### src/rtl/persiana_multicanal.sv
// Multi-channel blind controller: per-channel target/position FSM with a
// shared prescaler, travel timeout, reversal dead time and input synchronisers.
module persiana_multicanal #(
  parameter int N_CH          = 4,
  parameter int PRESCALE_W    = 24,
  parameter int TIMEOUT_TICKS = 16,
  localparam int CW = (N_CH > 1) ? $clog2(N_CH) : 1
) (
  input  logic            clk,
  input  logic            reseteo,
  input  logic            ena,
  input  logic            cmd_valid,
  input  logic [CW-1:0]   cmd_ch,
  input  logic [2:0]      cmd,
  input  logic [1:0]      sensor,
  input  logic [N_CH-1:0] s_sup,
  input  logic [N_CH-1:0] s_med,
  input  logic [N_CH-1:0] s_inf,
  output logic [N_CH-1:0] subir,
  output logic [N_CH-1:0] bajar,
  output logic [N_CH-1:0] fault,
  output logic            tick
);

  localparam int TW = $clog2(TIMEOUT_TICKS);

  typedef enum logic [1:0] {
    IDLE,
    UP,
    DOWN,
    FLT
  } st_t;

  logic [1:0]      sen_m, sen_s;
  logic [N_CH-1:0] sup_m, sup_s;
  logic [N_CH-1:0] med_m, med_s;
  logic [N_CH-1:0] inf_m, inf_s;

  always_ff @(posedge clk or posedge reseteo) begin
    if (reseteo) begin
      sen_m <= '0;
      sen_s <= '0;
      sup_m <= '0;
      sup_s <= '0;
      med_m <= '0;
      med_s <= '0;
      inf_m <= '0;
      inf_s <= '0;
    end else begin
      sen_m <= sensor;
      sen_s <= sen_m;
      sup_m <= s_sup;
      sup_s <= sup_m;
      med_m <= s_med;
      med_s <= med_m;
      inf_m <= s_inf;
      inf_s <= inf_m;
    end
  end

  logic [PRESCALE_W-1:0] pre_q;
  logic                  wrap;
  logic                  tick_q;

  assign wrap = &pre_q;
  assign tick = tick_q;

  always_ff @(posedge clk or posedge reseteo) begin
    if (reseteo) begin
      pre_q  <= '0;
      tick_q <= 1'b0;
    end else begin
      pre_q  <= pre_q + 1'b1;
      tick_q <= wrap;
    end
  end

  logic cmd_ok;

  assign cmd_ok = cmd_valid & ena
                & (int'(cmd_ch) < N_CH)
                & (cmd <= 3'b100);

  for (genvar c = 0; c < N_CH; c++) begin : g_ch
    logic [2:0]    tgt_q;
    st_t           st_q;
    logic [TW-1:0] to_q;
    logic          up_q, dn_q, flt_q;
    logic [1:0]    eff, pos;
    logic          sel, known, hit, bad;
    logic          go_up, go_dn, dn_rev;

    assign sel = cmd_ok & (int'(cmd_ch) == c);

    // Levels: 0 none/between, 1 bottom, 2 middle, 3 top
    assign eff = (tgt_q == 3'b100) ? sen_s : tgt_q[1:0];
    assign pos = sup_s[c] ? 2'd3 :
                 med_s[c] ? 2'd2 :
                 inf_s[c] ? 2'd1 : 2'd0;

    assign known = (pos != 2'd0);
    assign hit   = known & (eff == pos);
    assign bad   = sup_s[c] & inf_s[c];

    assign go_up  = (eff != 2'd0)
                  & (known ? (eff > pos) : (eff != 2'd1));
    assign go_dn  = (eff != 2'd0)
                  & (known ? (eff < pos) : (eff == 2'd1));
    // Heading down between sensors toward MID is not a reversal
    assign dn_rev = (eff != 2'd0)
                  & (known ? (eff > pos) : (eff == 2'd3));

    always_ff @(posedge clk or posedge reseteo) begin
      if (reseteo) begin
        tgt_q <= '0;
        st_q  <= IDLE;
        to_q  <= '0;
        up_q  <= 1'b0;
        dn_q  <= 1'b0;
        flt_q <= 1'b0;
      end else begin
        if (sel) tgt_q <= cmd;
        up_q  <= (st_q == UP) & ena;
        dn_q  <= (st_q == DOWN) & ena;
        flt_q <= (st_q == FLT);
        if (sel && cmd == 3'b000 && st_q == FLT) begin
          st_q <= IDLE;
          to_q <= '0;
        end else if (wrap && ena) begin
          if (bad) begin
            st_q <= FLT;
          end else begin
            unique case (st_q)
              IDLE: begin
                to_q <= '0;
                if (go_up)      st_q <= UP;
                else if (go_dn) st_q <= DOWN;
              end
              UP: begin
                if (eff == 2'd0 || hit || go_dn)
                  st_q <= IDLE;
                else if (to_q == TW'(TIMEOUT_TICKS - 1))
                  st_q <= FLT;
                else
                  to_q <= to_q + 1'b1;
              end
              DOWN: begin
                if (eff == 2'd0 || hit || dn_rev)
                  st_q <= IDLE;
                else if (to_q == TW'(TIMEOUT_TICKS - 1))
                  st_q <= FLT;
                else
                  to_q <= to_q + 1'b1;
              end
              FLT: ;
              default: st_q <= FLT;
            endcase
          end
        end
      end
    end

    assign subir[c] = up_q;
    assign bajar[c] = dn_q;
    assign fault[c] = flt_q;
  end

endmodule
### config.mk
export PLATFORM = sky130hd
export DESIGN_NAME = persiana_multicanal
export DESIGN_NICKNAME = d
export VERILOG_FILES = /design/src/rtl/persiana_multicanal.sv
export SDC_FILE = /design/constraint.sdc
export NUM_CORES = 1
export LEC_CHECK = 0
export ABC_AREA = 1
export CORE_UTILIZATION = 45
export CTS_BUF_LIST = sky130_fd_sc_hd__clkbuf_2 sky130_fd_sc_hd__clkbuf_4 sky130_fd_sc_hd__clkbuf_8
export CTS_CLUSTER_SIZE = 8
export DETAILED_ROUTE_END_ITERATION = 8
export DONT_BUFFER_PORTS = 1
export GPL_ROUTABILITY_DRIVEN = 0
export SYNTH_ARGS = -nofsm -noshare
export SYNTH_HDL_FRONTEND = slang
export SYNTH_SLANG_ARGS = --single-unit
### constraint.sdc
create_clock -name clk -period 3.35 [get_ports clk]
set_input_delay 0.5025 -clock clk [delete_from_list [all_inputs] [get_ports clk]]
set_output_delay 0.5025 -clock clk [all_outputs]
set_load 0.01 [all_outputs]
### Word-level counts from Yosys, hierarchy flattened

Cells that the tools add are included.

* add/subtract/negate cells: 5
* magnitude comparators: 9
* equal/unequal tests: 55
* mux-type cells: 92
* bitwise gates (word level): 34
* reductions and logical operators: 60

Operators by type and width (count)
* 4-bit 2-to-1 mux: 24
* 2-bit 2-to-1 mux: 44
* 4-bit case mux with 3 select lines: 4
* 1-bit AND: 34
* 2-bit equality test, second input constant: 14
* 24-bit by 1-bit adder with 24-bit output, second input constant: 1
* 3-bit != test, second input constant: 8
* 2-bit case mux with 3 select lines: 4
* 24-bit AND reduction: 1
* 2-bit nonzero test: 12
* 5-bit != test, second input constant: 4
* 5-bit AND reduction: 4
* 5-bit nonzero test: 4
* 2-bit by 1-bit equality test with 1-bit output, second input constant: 9
* 2-bit logical NOT: 9
* 4-bit by 1-bit adder with 4-bit output, second input constant: 4
* 4-bit equality test, second input constant: 4
* 1-bit 2-to-1 mux: 16
* 2-bit by 1-bit != test with 1-bit output, second input constant: 8
* 4-bit nonzero test: 4
* 3-bit equality test, second input constant: 4
* 1-bit logical OR: 12
* 3-bit AND reduction: 4
* 1-bit logical AND: 9
* 5 further kinds: 14

* register bits after elaboration: 101
* input bits: 23
* output and inout port bits: 13
* logic and storage cells: 289

### Logic depth before layout (Yosys ltp)

Gate-level depths: netlist of run 1.

* depth after elaboration: 12
* gate-level depth with buffers: 18
* mapped depth without buffers: 18

### Worst setup path before layout of run 1

Ideal clock, no wire load.

* kind: reg2reg
* start point: register g_ch[2].tgt_q[1]
* end point: register g_ch[2].to_q[2]
* setup time: 0.121 ns
* arrival time: 1.795 ns
* data required time: 3.229 ns
* path slack: 1.434 ns
* cell stages (with the launch flop): 16
* buffers on the path: 0
* clock period less this slack: 1.916 ns
* path through: dfrtp_1 -> inv_1 -> nand2_1 -> o21ai_1 -> inv_1 -> ha_1 -> nand2_1 -> nor2_1 -> nor2_2 -> nand2_1 -> nand2_1 -> nand2_1 -> nor2_1 -> nand2_1 -> nand2_1 -> o21ai_1

* longest elaborated chain between the ends: 8
* elaborated cells between the ends (all ways): 20
* classes of those cells: 2 x order compare; 6 x eq/ne; 3 x mux; 3 x bitwise; 6 x reduce/logical

RTL lines
* from (decl): RTL line 85 `logic [2:0] tgt_q;`
* from (signal assigned): RTL line 122 `if (sel) tgt_q <= cmd;`
* 3-bit equality test: RTL line 96 `assign eff = (tgt_q == 3'b100) ? sen_s : tgt_q[1:0];`
* 2-bit 2-to-1 mux *: RTL line 96
* 2-bit > comparator, or another cell as far along: RTL line 111 `& (known ? (eff > pos) : (eff == 2'd3));`
* 1-bit 2-to-1 mux, or another cell as far along: RTL line 111
* 1-bit AND, or another cell as far along: RTL line 111
* 1-bit logical OR, on equally long branches: RTL line 148, 140
* 3-bit != test (no line)
* 5-bit AND reduction (no line) *
* to (signal assigned): RTL line 145 `to_q <= to_q + 1'b1;`
* to (signal assigned): RTL line 153 `to_q <= to_q + 1'b1;`
* to (decl): RTL line 87 `logic [TW-1:0] to_q;`

Every way passes the cells marked *; elsewhere a longest branch is shown, timed or not.
A chain may end at the register's enable or synchronous reset.

### Worst setup path after layout of run 1

* start point: register g_ch[2].tgt_q[1]
* end point: register g_ch[2].to_q[3]

The elaborated chain is that of the path after synthesis.

==> results_dict.tcl, run 1 <==
set metrics [dict create \
    floorplan.die.height_um 114.2 \
    crit_path_end_kind "flip-flop" \
    cell_at_the_root_of_the_clock_tree "sky130_fd_sc_hd__clkbuf_8" \
    cts.repair_timing.setup_buffer_count 0 \
    postSynth.asyncResetShare_pct 100.0 \
    fin_crit_sh_pct 64.76 \
    layout.nets 757 \
    h_tree_depth 3 \
    cp_max_fo 7 \
    die-area_mm2 0.01305 \
    final-hold-violation-count 0 \
    worst-endpoint-arrival_ns 2.44 \
    synth_cells 703 \
    timing.critical_path.slowest_cell_delay_ns 0.42 \
    synthFlopType "sky130_fd_sc_hd__dfrtp_1" \
    number_of_flops_mapped_to_enable_cells_by_yosys 0 \
    row_count 40 \
    core_region_area_mm2 0.01216 \
    floorplan.initialDensity_pct 46.59 \
    placement.cell_area_mm2 0.005801 \
    drt_iter0_drc 237 \
    worst_setup_path_start_kind "flip-flop" \
    sequential_share_of_the_synthesized_area_pct 44.60 \
    worst_slew_margin_rel_pct 54.38 \
    totalNegativeSetupSlack_ns 0 \
    tritoncts "done" \
    met2WireLength_mm 5.333 \
    cts_max_path_buffers 2 \
    maxUsedRoutingLayer "met4" \
    worst_skew_pair.late_latency_ns 0.38 \
    route.layer.met1.wl_mm 4.878 \
    setup_repair_after_global_routing_missed_its_margin "no" \
    critPathSlowestCell "sky130_fd_sc_hd__dfrtp_1" \
    timing.setup.critical_path_class "flip-flop to flip-flop" \
    route.final.wire_length_mm 10.88 \
    power.ir.vdd_worst_v 0.0003231 \
    met3WireLength_um 486 \
    track_usage_pct 18.42 \
    maximum_number_of_pins_on_one_net_before_global_route_repair 58 \
    clock-sinks 101 \
    detail_route.first_pass.iterations 7 \
    postRouteAntennaNets 0 \
    grt_pass1_wl_mm 18.66 \
    final_util_pct 49.52 \
    route.detailed.vias_per_inst 4.955 \
    pin_count 36 \
    synthesis.area_per_instance_um2 8.061 \
    number_of_vias_after_detailed_routing 4341 \
    final_design_area_no_fill_mm2 0.006022 \
    hp-class "input pin to async pin" \
    cp_cell_sequence "inv_1 -> nand2_1 -> o21ai_1 -> inv_1 -> ha_1 -> nand2_1 -> nor2_1 -> nor2_2 -> nand2_1 -> nand2_1 -> nand2_1 -> nor2_1 -> nand2_1 -> nand2_1 -> o21ai_1" \
    number_of_antenna_violations_at_the_first_check_in_global_routing 0 \
    post_synth_main_area_contributors "sky130_fd_sc_hd__dfrtp_1, sky130_fd_sc_hd__nand2_1, sky130_fd_sc_hd__inv_1" \
    total_congestion_overflow 0 \
    maxCapViolations 0 \
    max_slew.worst_pin.slew_ns 0.6842 \
    post-route-min-period_ns 2.169 \
    count_of_input_and_output_buffers 0 \
    synth_area_leader_cell "sky130_fd_sc_hd__dfrtp_1" \
    power_per_cell_area_mw_per_mm2 421.1 \
    cts.hold.buffers_added 0 \
    wl_per_cell_um 12.42 \
    chipWidth_um 114.2 \
    postSynthNetCount 757 \
    dpl.hpwl_mm 8.328 \
    finalClockSkew_ns 0.009614 \
    setup_violations 0 \
    fin_total_pwr_uw 2536 \
    tritoncts.num_buffers 9 \
    fmaxAchievable_mhz 461.0 \
    synth.top_cell.area_share_pct 44.60 \
    syn-cell-area_mm2 0.005667 \
    yosysUniqueCellTypes 38 \
    synth-seq-cells 101 \
    worst_ep_required_time_ns 3.62 \
    layout-area-overhead-vs-synth_pct 6.271 \
    post-place-ws_ns 1.194 \
    antenna-diode-count 0 \
    slew_violations 0 \
    final_critical_path_setup_slack_ns 1.181 \
    postCtsResizedCells 0 \
    leakage_uw 0.003202 \
    clkTransAtPathRegs_ns 0.09 \
    layout-drive-gt1-share_pct 7.768 \
    drt_drc_violations_left 0 \
    synth-warning-count 0 \
    first_global_vias 4140 \
    worst_path_most_repeated_cell "sky130_fd_sc_hd__nand2_1" \
    run_status "complete, no violations" \
]
-- worst max-delay path: cells and delay by family (launching register included) --
kind                     cells  cell delay (ns)
AND/OR/NAND/NOR             10             0.89
flip-flops                   1             0.42
adder cells (fa/ha/maj)      1             0.29
AO/OA/AOI/OAI                2             0.26
buffers and inverters        2             0.20
-- power breakdown --
group / switching (uW) / internal (uW) / total, uW
Combinational: 264 / 121 / 385
Sequential: 33.8 / 1270 / 1300
Clock: 412 / 439 / 851
-- per-stage QoR --
step	hold WS, ns	instances
global placement	0.3329	860
detailed placement	0.3347	860
floorplan	0.3312	703
CTS	0.1167	876
finish	0.09958	876
global route	0.1104	876
-- final timing paths --
| kind | start | endpoint | slack (ns) | cells after the start |
|---|---|---|---|---|
| setup / recovery | g_ch[2].tgt_q[1]$_DFFE_PP0P_ | g_ch[2].to_q[3]$_DFFE_PP0P_ | 1.18 | 15 |
| hold / removal | reseteo | g_ch[0].up_q$_DFF_PP0_ | 0.1 | 1 |
| setup reg to reg | g_ch[2].tgt_q[1]$_DFFE_PP0P_ | g_ch[2].to_q[3]$_DFFE_PP0P_ | 1.18 | 15 |
| hold reg to reg | sup_m[1]$_DFF_PP0_ | sup_s[1]$_DFF_PP0_ | 0.35 | 0 |
| max in group asynchronous | reseteo | g_ch[3].st_q[1]$_DFFE_PP0P_ | 2.48 | 2 |
| min in group clk | s_sup[3] | sup_m[3]$_DFF_PP0_ | 0.14 | 0 |
-- metal layers --
metal	global-route usage [%]	vias to the layer above
li1	-	2212
met1	23.21	2039
met2	30.67	74
met3	4.659	16
met4	6.580	0
met5	0	-
-- final cells by class --
class,count,area [um^2]
Clock buffer,10,137.6
Clock inverter,6,83.83
Fill cell,1171,6140
Inverter,114,430.4
Multi-Input combinational cell,475,2618
Sequential cell,101,2527
Tap cell,168,210.2
Timing Repair Buffer,2,15.01
-- synthesized netlist by cell type, types with 7 or more instances --
master / n
sky130_fd_sc_hd__nor3_1: 11
sky130_fd_sc_hd__inv_1: 111
sky130_fd_sc_hd__nand3_1: 65
sky130_fd_sc_hd__a21oi_1: 13
sky130_fd_sc_hd__dfrtp_1: 101
sky130_fd_sc_hd__nand2_1: 187
sky130_fd_sc_hd__o21ai_0: 23
sky130_fd_sc_hd__nor2_1: 49
sky130_fd_sc_hd__xor2_1: 12
sky130_fd_sc_hd__o21ai_1: 13
sky130_fd_sc_hd__nand4_1: 10
sky130_fd_sc_hd__buf_4: 12
sky130_fd_sc_hd__xnor2_1: 10
sky130_fd_sc_hd__ha_1: 31
sky130_fd_sc_hd__nor2_4: 7
-- registers in the layout (all words and copies together) (netlist names), 4 cells and up --
signal / cells
g_ch.flt_q: 4
med_m: 4
g_ch.st_q: 8
g_ch.to_q: 16
g_ch.up_q: 4
g_ch.dn_q: 4
inf_m: 4
sup_m: 4
sup_s: 4
inf_s: 4
pre_q: 24
g_ch.tgt_q: 12
med_s: 4
-- placed cells by master (no fill, tap or decap), types with 7 or more instances in the layout --
cell,count
sky130_fd_sc_hd__nand2_1,187
sky130_fd_sc_hd__inv_1,110
sky130_fd_sc_hd__dfrtp_1,101
sky130_fd_sc_hd__nand3_1,65
sky130_fd_sc_hd__nor2_1,49
sky130_fd_sc_hd__ha_1,31
sky130_fd_sc_hd__o21ai_0,23
sky130_fd_sc_hd__o21ai_1,13
sky130_fd_sc_hd__a21oi_1,13
sky130_fd_sc_hd__xor2_1,12
sky130_fd_sc_hd__nor3_1,11
sky130_fd_sc_hd__nand4_1,10
sky130_fd_sc_hd__xnor2_1,10
sky130_fd_sc_hd__clkbuf_8,10
sky130_fd_sc_hd__nor2_4,7
-- cells by family (layout without fill, tap and decap cells) --
logic type               Yosys count  count (layout)  synth area share, %
AO/OA/AOI/OAI                     59              59                5.697
buffers and inverters            127             132                9.207
adder cells (fa/ha/maj)           31              31                6.845
AND/OR/NAND/NOR                  363             363                30.25
XOR/XNOR                          22              22                3.400
flip-flops                       101             101                44.60
No activity file was read; power rests on OpenSTA's default activity.
==> run 2: changes to the inputs <==
clock period = 2.1 ns   (was 3.35 ns; I/O delays follow)
==> results_dict.tcl, run 2 (synthesis gave the netlist of run 1 again) <==
set metrics [dict create \
    run_status "complete, no violations" \
    drt_drc_violations_left 0 \
    tritoncts "done" \
    cts_max_path_buffers 2 \
    layout-area-overhead-vs-synth_pct 15.01 \
    critical_path_depth 13 \
    finish.cell_count_without_fillers 914 \
    max_slew.worst_pin.slew_ns 0.5491 \
    layout-drive-gt1-share_pct 15.55 \
    number_of_vias_after_detailed_routing 4480 \
    reg2reg_to "g_ch[1].to_q[3]$_DFFE_PP0P_" \
    clock-sinks 101 \
    total_congestion_overflow 0 \
    power_per_cell_area_mw_per_mm2 647.7 \
    worst_setup_path_start_kind "flip-flop" \
    track_usage_pct 18.68 \
    power.ir.vdd_worst_v 0.0005844 \
    chipWidth_um 114.2 \
    number_of_antenna_violations_at_the_first_check_in_global_routing 0 \
    worst_path_dominant_cell_family "simple AND/OR/NAND/NOR gates" \
    first_global_vias 4170 \
    pin_count 36 \
    dpl.hpwl_mm 8.159 \
    n_fill_cell 1145 \
    row_count 40 \
    route.detailed.vias_per_inst 4.902 \
    worst_ep_required_time_ns 2.43 \
    finalClockSkew_ns 0.01490 \
    count_of_input_and_output_buffers 0 \
    worst_slew_margin_rel_pct 62.44 \
    tritoncts.num_buffers 9 \
    max_ffs_per_register 24 \
    crit_path_end_kind "flip-flop" \
    critPathSlowestCell "sky130_fd_sc_hd__dfrtp_1" \
    rrSetupSlack_ns 0.12 \
    cp_num_buf_inv 2 \
    postRouteAntennaNets 0 \
    r2r.worst_path.cells 13 \
    fin_crit_sh_pct 94.37 \
    reg.largest.list "pre_q (24), g_ch.to_q (16), g_ch.tgt_q (12)" \
    hp-class "input pin to flip-flop" \
    timing.critical_path.slowest_cell_delay_ns 0.38 \
    worst-endpoint-arrival_ns 2.31 \
    drt_iter0_drc 241 \
    critical_path.endpoint "g_ch[1].to_q[3]$_DFFE_PP0P_" \
    setup_violations 0 \
    grt_pass1_wl_mm 18.89 \
    layout.nets 795 \
    grtUsageMet2_pct 30.51 \
    post-place-cells 873 \
    global_route_hottest_layer "met2" \
    final-hold-violation-count 0 \
    maxCapViolations 0 \
    setup_repair_after_global_routing_missed_its_margin "yes" \
    post-route-min-period_ns 1.982 \
    route.final.wire_length_mm 11.40 \
    multiInputGateArea_mm2 0.002774 \
    slew_violations 0 \
    cell_at_the_root_of_the_clock_tree "sky130_fd_sc_hd__clkbuf_8" \
    cp_max_fo 5 \
    timing.setup.critical_path_class "flip-flop to flip-flop" \
    worst_setup_path_startpoint "inf_s[1]$_DFF_PP0_" \
    maximum_number_of_pins_on_one_net_before_global_route_repair 102 \
    die-area_mm2 0.01305 \
    fmaxAchievable_mhz 504.6 \
    mostFrequentLayoutCell "sky130_fd_sc_hd__nand2_1" \
    h_tree_depth 3 \
    mostFrequentLayoutCells "sky130_fd_sc_hd__nand2_1, sky130_fd_sc_hd__inv_1, sky130_fd_sc_hd__dfrtp_1, sky130_fd_sc_hd__nand3_1, sky130_fd_sc_hd__nor2_1" \
    fin_total_pwr_uw 4221 \
    floorplan.die.height_um 114.2 \
    grtUsageMet1_pct 23.82 \
    leakage_uw 0.003390 \
    launch_point_of_the_worst_reg_to_reg_path "inf_s[1]$_DFF_PP0_" \
    wl_per_cell_um 12.48 \
    detail_route.first_pass.iterations 5 \
    sequential_cell_area_mm2 0.002529 \
    clkTransAtPathRegs_ns 0.09 \
    cp_cell_sequence "inv_1 -> o21ai_1 -> ha_4 -> nand2_1 -> nor2_1 -> nor2_2 -> nand2_2 -> nand2_2 -> o31ai_4 -> nor2_4 -> buf_4 -> nand3_1 -> nand2_1" \
    floorplan.initialDensity_pct 46.59 \
    holdPathStages 2 \
    antenna-diode-count 0 \
    registers.top_by_ff_count "pre_q" \
    worst_skew_pair.late_latency_ns 0.39 \
    core_region_area_mm2 0.01216 \
    global_route.usage.met3_pct 5.347 \
]
## run 2: changes by cell type in the layout (fill, tap and decap cells not counted), sizes merged
cell,change
bufinv,-1
dlygate4sd3,+16
inv,+1
clkbuf,+1
clkinv,-2
clkinvlp,+1
buf,+22
## run 2: area by class of cell
class | count | share of cell area [%]
Timing Repair Buffer | 40 | 5.471
Clock inverter | 5 | 0.9983
Tap cell | 168 | 3.225
Sequential cell | 101 | 38.80
Inverter | 114 | 6.623
Multi-Input combinational cell | 475 | 42.56
Clock buffer | 11 | 2.323
## run 2: repair_timing
item | in CTS | in global routing
cloned | 0 | 0
hold buffers | 16 | 0
buffers inserted | 1 | 8
gates resized for setup | 0 | 49
pin swaps | 1 | 33
endpoints found under the setup margin | 4 | 24
endpoints found under the hold margin | 118 | 0
## run 2: metal layers
| metal | vias up | wire, um |
|---|---|---|
| met1 | 2103 | 5285 |
| met4 | 0 | 174 |
| met5 | - | 0 |
| li1 | 2283 | - |
| met2 | 81 | 5548 |
| met3 | 13 | 395 |
## run 2: worst min-delay path by stage
| stage | from | to | slack, ns |
|---|---|---|---|
| after floorplan | inf_m[0]$_DFF_PP0_ | inf_s[0]$_DFF_PP0_ | 0.33 |
| after CTS | ena | g_ch[1].up_q$_DFF_PP0_ | 0.003 |
| after global routing | ena | g_ch[1].up_q$_DFF_PP0_ | 0.03 |
| final | ena | g_ch[1].up_q$_DFF_PP0_ | 0.03 |
| after detailed placement | inf_m[0]$_DFF_PP0_ | inf_s[0]$_DFF_PP0_ | 0.34 |
| after global placement | inf_m[3]$_DFF_PP0_ | inf_s[3]$_DFF_PP0_ | 0.33 |
## run 2: power by group
group	internal, uW	total [uW]	switching, uW
Clock	628	1330	701
Combinational	320	816	496
Sequential	2020	2080	56.2
## run 2: per-stage QoR
step | util (%) | setup WS [ns] | area [um^2] | setup TNS, ns | hold slack (ns)
floorplan | - | 0.1840 | 5670 | 0 | 0.3312
global placement | 48.61 | 0.1047 | 5912 | 0 | 0.3329
detailed placement | 48.61 | 0.03764 | 5912 | 0 | 0.3362
CTS | 51.77 | 0.007233 | 6296 | 0 | 0.002955
global route | 53.59 | -0.03729 | 6518 | -0.1019 | 0.02541
finish | 53.59 | 0.1183 | 6518 | 0 | 0.03137
==> run 3: changes to the inputs <==
CORE_ASPECT_RATIO = 0.75   (was not set)
==> results_dict.tcl, run 3 (synthesis gave the netlist of run 1 again) <==
set metrics [dict create \
    track_usage_pct 18.64 \
    power_per_cell_area_mw_per_mm2 633.3 \
    sequential_cell_area_mm2 0.002529 \
    placement.cell_area_mm2 0.005929 \
    seqPwrFrac_pct 50.6 \
    post-place-cells 872 \
    internal_power_uw 2807 \
    grtUsageMet1_pct 25.06 \
    floorplan.initialDensity_pct 46.21 \
    final.hold.worst_slack_ns 0.03173 \
    reg.largest.list "pre_q (24), g_ch.to_q (16), g_ch.tgt_q (12)" \
    reg2reg_to "g_ch[2].st_q[0]$_DFFE_PP0P_" \
    dpl.hpwl_mm 8.533 \
    final-hold-violation-count 0 \
    h_tree_depth 3 \
    drt_iter0_drc 289 \
    floorplan.die.height_um 99.18 \
    clkTransAtPathRegs_ns 0.11 \
    antenna-diode-count 0 \
    worst-endpoint-arrival_ns 2.35 \
    cp_max_fo 8 \
    n_fill_cell 1144 \
    worst_skew_pair.late_latency_ns 0.38 \
    leakage_uw 0.003385 \
    cts_max_path_buffers 2 \
    max_ffs_per_register 24 \
    cell_at_the_root_of_the_clock_tree "sky130_fd_sc_hd__clkbuf_8" \
    totalNegativeSetupSlack_ns 0 \
    worst_setup_path_start_kind "flip-flop" \
    power.ir.vdd_worst_v 0.0003905 \
    critical_path.endpoint "g_ch[2].st_q[0]$_DFFE_PP0P_" \
    die-area_mm2 0.01305 \
    maxCapViolations 0 \
    registers.top_by_ff_count "pre_q" \
    pin_count 36 \
    r2r.worst_path.cells 9 \
    count_of_input_and_output_buffers 0 \
    global_route_hottest_layer "met2" \
    final_critical_path_setup_slack_ns 0.04682 \
    tritoncts.num_buffers 9 \
    timing.setup.critical_path_class "flip-flop to flip-flop" \
    core_region_area_mm2 0.01226 \
    layout-area-overhead-vs-synth_pct 14.33 \
    crit_path_end_kind "flip-flop" \
    run_status "complete, no violations" \
    mostFrequentLayoutCells "sky130_fd_sc_hd__nand2_1, sky130_fd_sc_hd__inv_1, sky130_fd_sc_hd__dfrtp_1, sky130_fd_sc_hd__nand3_1, sky130_fd_sc_hd__nor2_1" \
    grt_pass1_wl_mm 19.48 \
    layout-drive-gt1-share_pct 15.64 \
    worst_ep_required_time_ns 2.40 \
    finish.cell_count_without_fillers 914 \
    route.detailed.vias_per_inst 4.914 \
    power_switching_share_pct 31.60 \
    row_count 35 \
    maximum_number_of_pins_on_one_net_before_global_route_repair 34 \
    chipWidth_um 131.6 \
    fmaxAchievable_mhz 487.0 \
    route.final.wire_length_mm 11.43 \
    post-place-ws_ns -0.0002676 \
    worst_slew_margin_rel_pct 51.19 \
    grtUsageMet2_pct 30.77 \
    setup_repair_after_global_routing_missed_its_margin "yes" \
    finalClockSkew_ns 0.01075 \
    total_congestion_overflow 0 \
    mostFrequentLayoutCell "sky130_fd_sc_hd__nand2_1" \
    slew_violations 0 \
    wl_per_cell_um 12.50 \
    multiInputGateArea_mm2 0.002750 \
    clock-sinks 101 \
    postRouteAntennaNets 0 \
    fin_crit_sh_pct 97.77 \
    power.net_switching_uw 1296 \
    comb_power_share_pct 20.8 \
    hp-class "input pin to flip-flop" \
    detail_route.first_pass.iterations 4 \
    number_of_antenna_violations_at_the_first_check_in_global_routing 0 \
    drt_drc_violations_left 0 \
    final_design_area_no_fill_mm2 0.006479 \
    setup_violations 0 \
    first_global_vias 4240 \
    number_of_vias_after_detailed_routing 4491 \
    clock_network_fraction_of_design_power_pct 28.6 \
    global_route.usage.met3_pct 4.077 \
    post-route-min-period_ns 2.053 \
    rrSetupSlack_ns 0.05 \
    layout.nets 797 \
    tritoncts "done" \
    worst_setup_path_startpoint "pre_q[1]$_DFF_PP0_" \
    max_slew.worst_pin.slew_ns 0.7306 \
    launch_point_of_the_worst_reg_to_reg_path "pre_q[1]$_DFF_PP0_" \
]
==> run 3: changes by cell type in the layout (fill, tap and decap cells not counted), sizes merged <==
cell,delta
clkinv,+2
clkinvlp,+1
bufinv,-1
dlygate4sd3,-1
clkbuf,-2
buf,+3
==> run 3: worst min-delay path by stage <==
stage,start,to,slack [ns],cells after the start
2_1_floorplan,inf_m[0]$_DFF_PP0_,inf_s[0]$_DFF_PP0_,0.33,0
3_3_place_gp,sup_m[3]$_DFF_PP0_,sup_s[3]$_DFF_PP0_,0.33,0
3_5_place_dp,med_m[0]$_DFF_PP0_,med_s[0]$_DFF_PP0_,0.34,0
4_1_cts,ena,g_ch[3].dn_q$_DFF_PP0_,0.01,2
5_1_grt,ena,g_ch[3].dn_q$_DFF_PP0_,0.02,2
6_report,ena,g_ch[3].dn_q$_DFF_PP0_,0.03,2
==> run 3: power by group through the flow <==
stage	clock [uW]	combinational [uW]	sequential [uW]
after floorplan	0	501	2090
after global placement	0	634	2110
after detailed placement	0	665	2110
after CTS	1230	705	2070
after global routing	1300	965	2090
final	1170	855	2080
==> run 3: stage by stage <==
step	power, uW	utilization [%]
3_5_place_dp	2773	48.36
5_1_grt	4350	52.84
3_3_place_gp	2742	48.36
6_report	4103	52.84
4_1_cts	4003	51.16
2_1_floorplan	2596	-
==> run 3: repair_timing <==
| action | 4_1_cts | 5_1_grt |
|---|---|---|
| pin swaps | 2 | 32 |
| setup endpoints to repair | 6 | 24 |
| setup buffers | 1 | 10 |
| hold buffers | 15 | 0 |
| hold endpoints to repair | 42 | 0 |
| gates resized for setup | 1 | 43 |
==> run 3: worst max-delay path: stages (launching register included) <==
cell                      delay [ns]
sky130_fd_sc_hd__dfrtp_1        0.38
sky130_fd_sc_hd__ha_2           0.22
sky130_fd_sc_hd__nand3_4        0.10
sky130_fd_sc_hd__nor2_4         0.12
sky130_fd_sc_hd__nand2_4        0.08
sky130_fd_sc_hd__nor2_4         0.15
sky130_fd_sc_hd__nand4_4        0.21
sky130_fd_sc_hd__o21ai_0        0.35
sky130_fd_sc_hd__nand3_1        0.19
sky130_fd_sc_hd__o21ai_1        0.18
==> run 3: area by class of cell <==
class,count,share of cell area [%]
inverter,114,6.663
sequential,101,39.03
multi-input combinational,475,42.45
clock buffer,9,1.912
tap,166,3.206
timing repair buffer,42,5.832
clock inverter,7,0.9077
==> run 3: per-layer routing <==
layer	up-vias	part of all wire, %
li1	2284	-
met1	2110	49
met2	90	47
met3	7	3.4
met4	0	0.64
met5	-	0
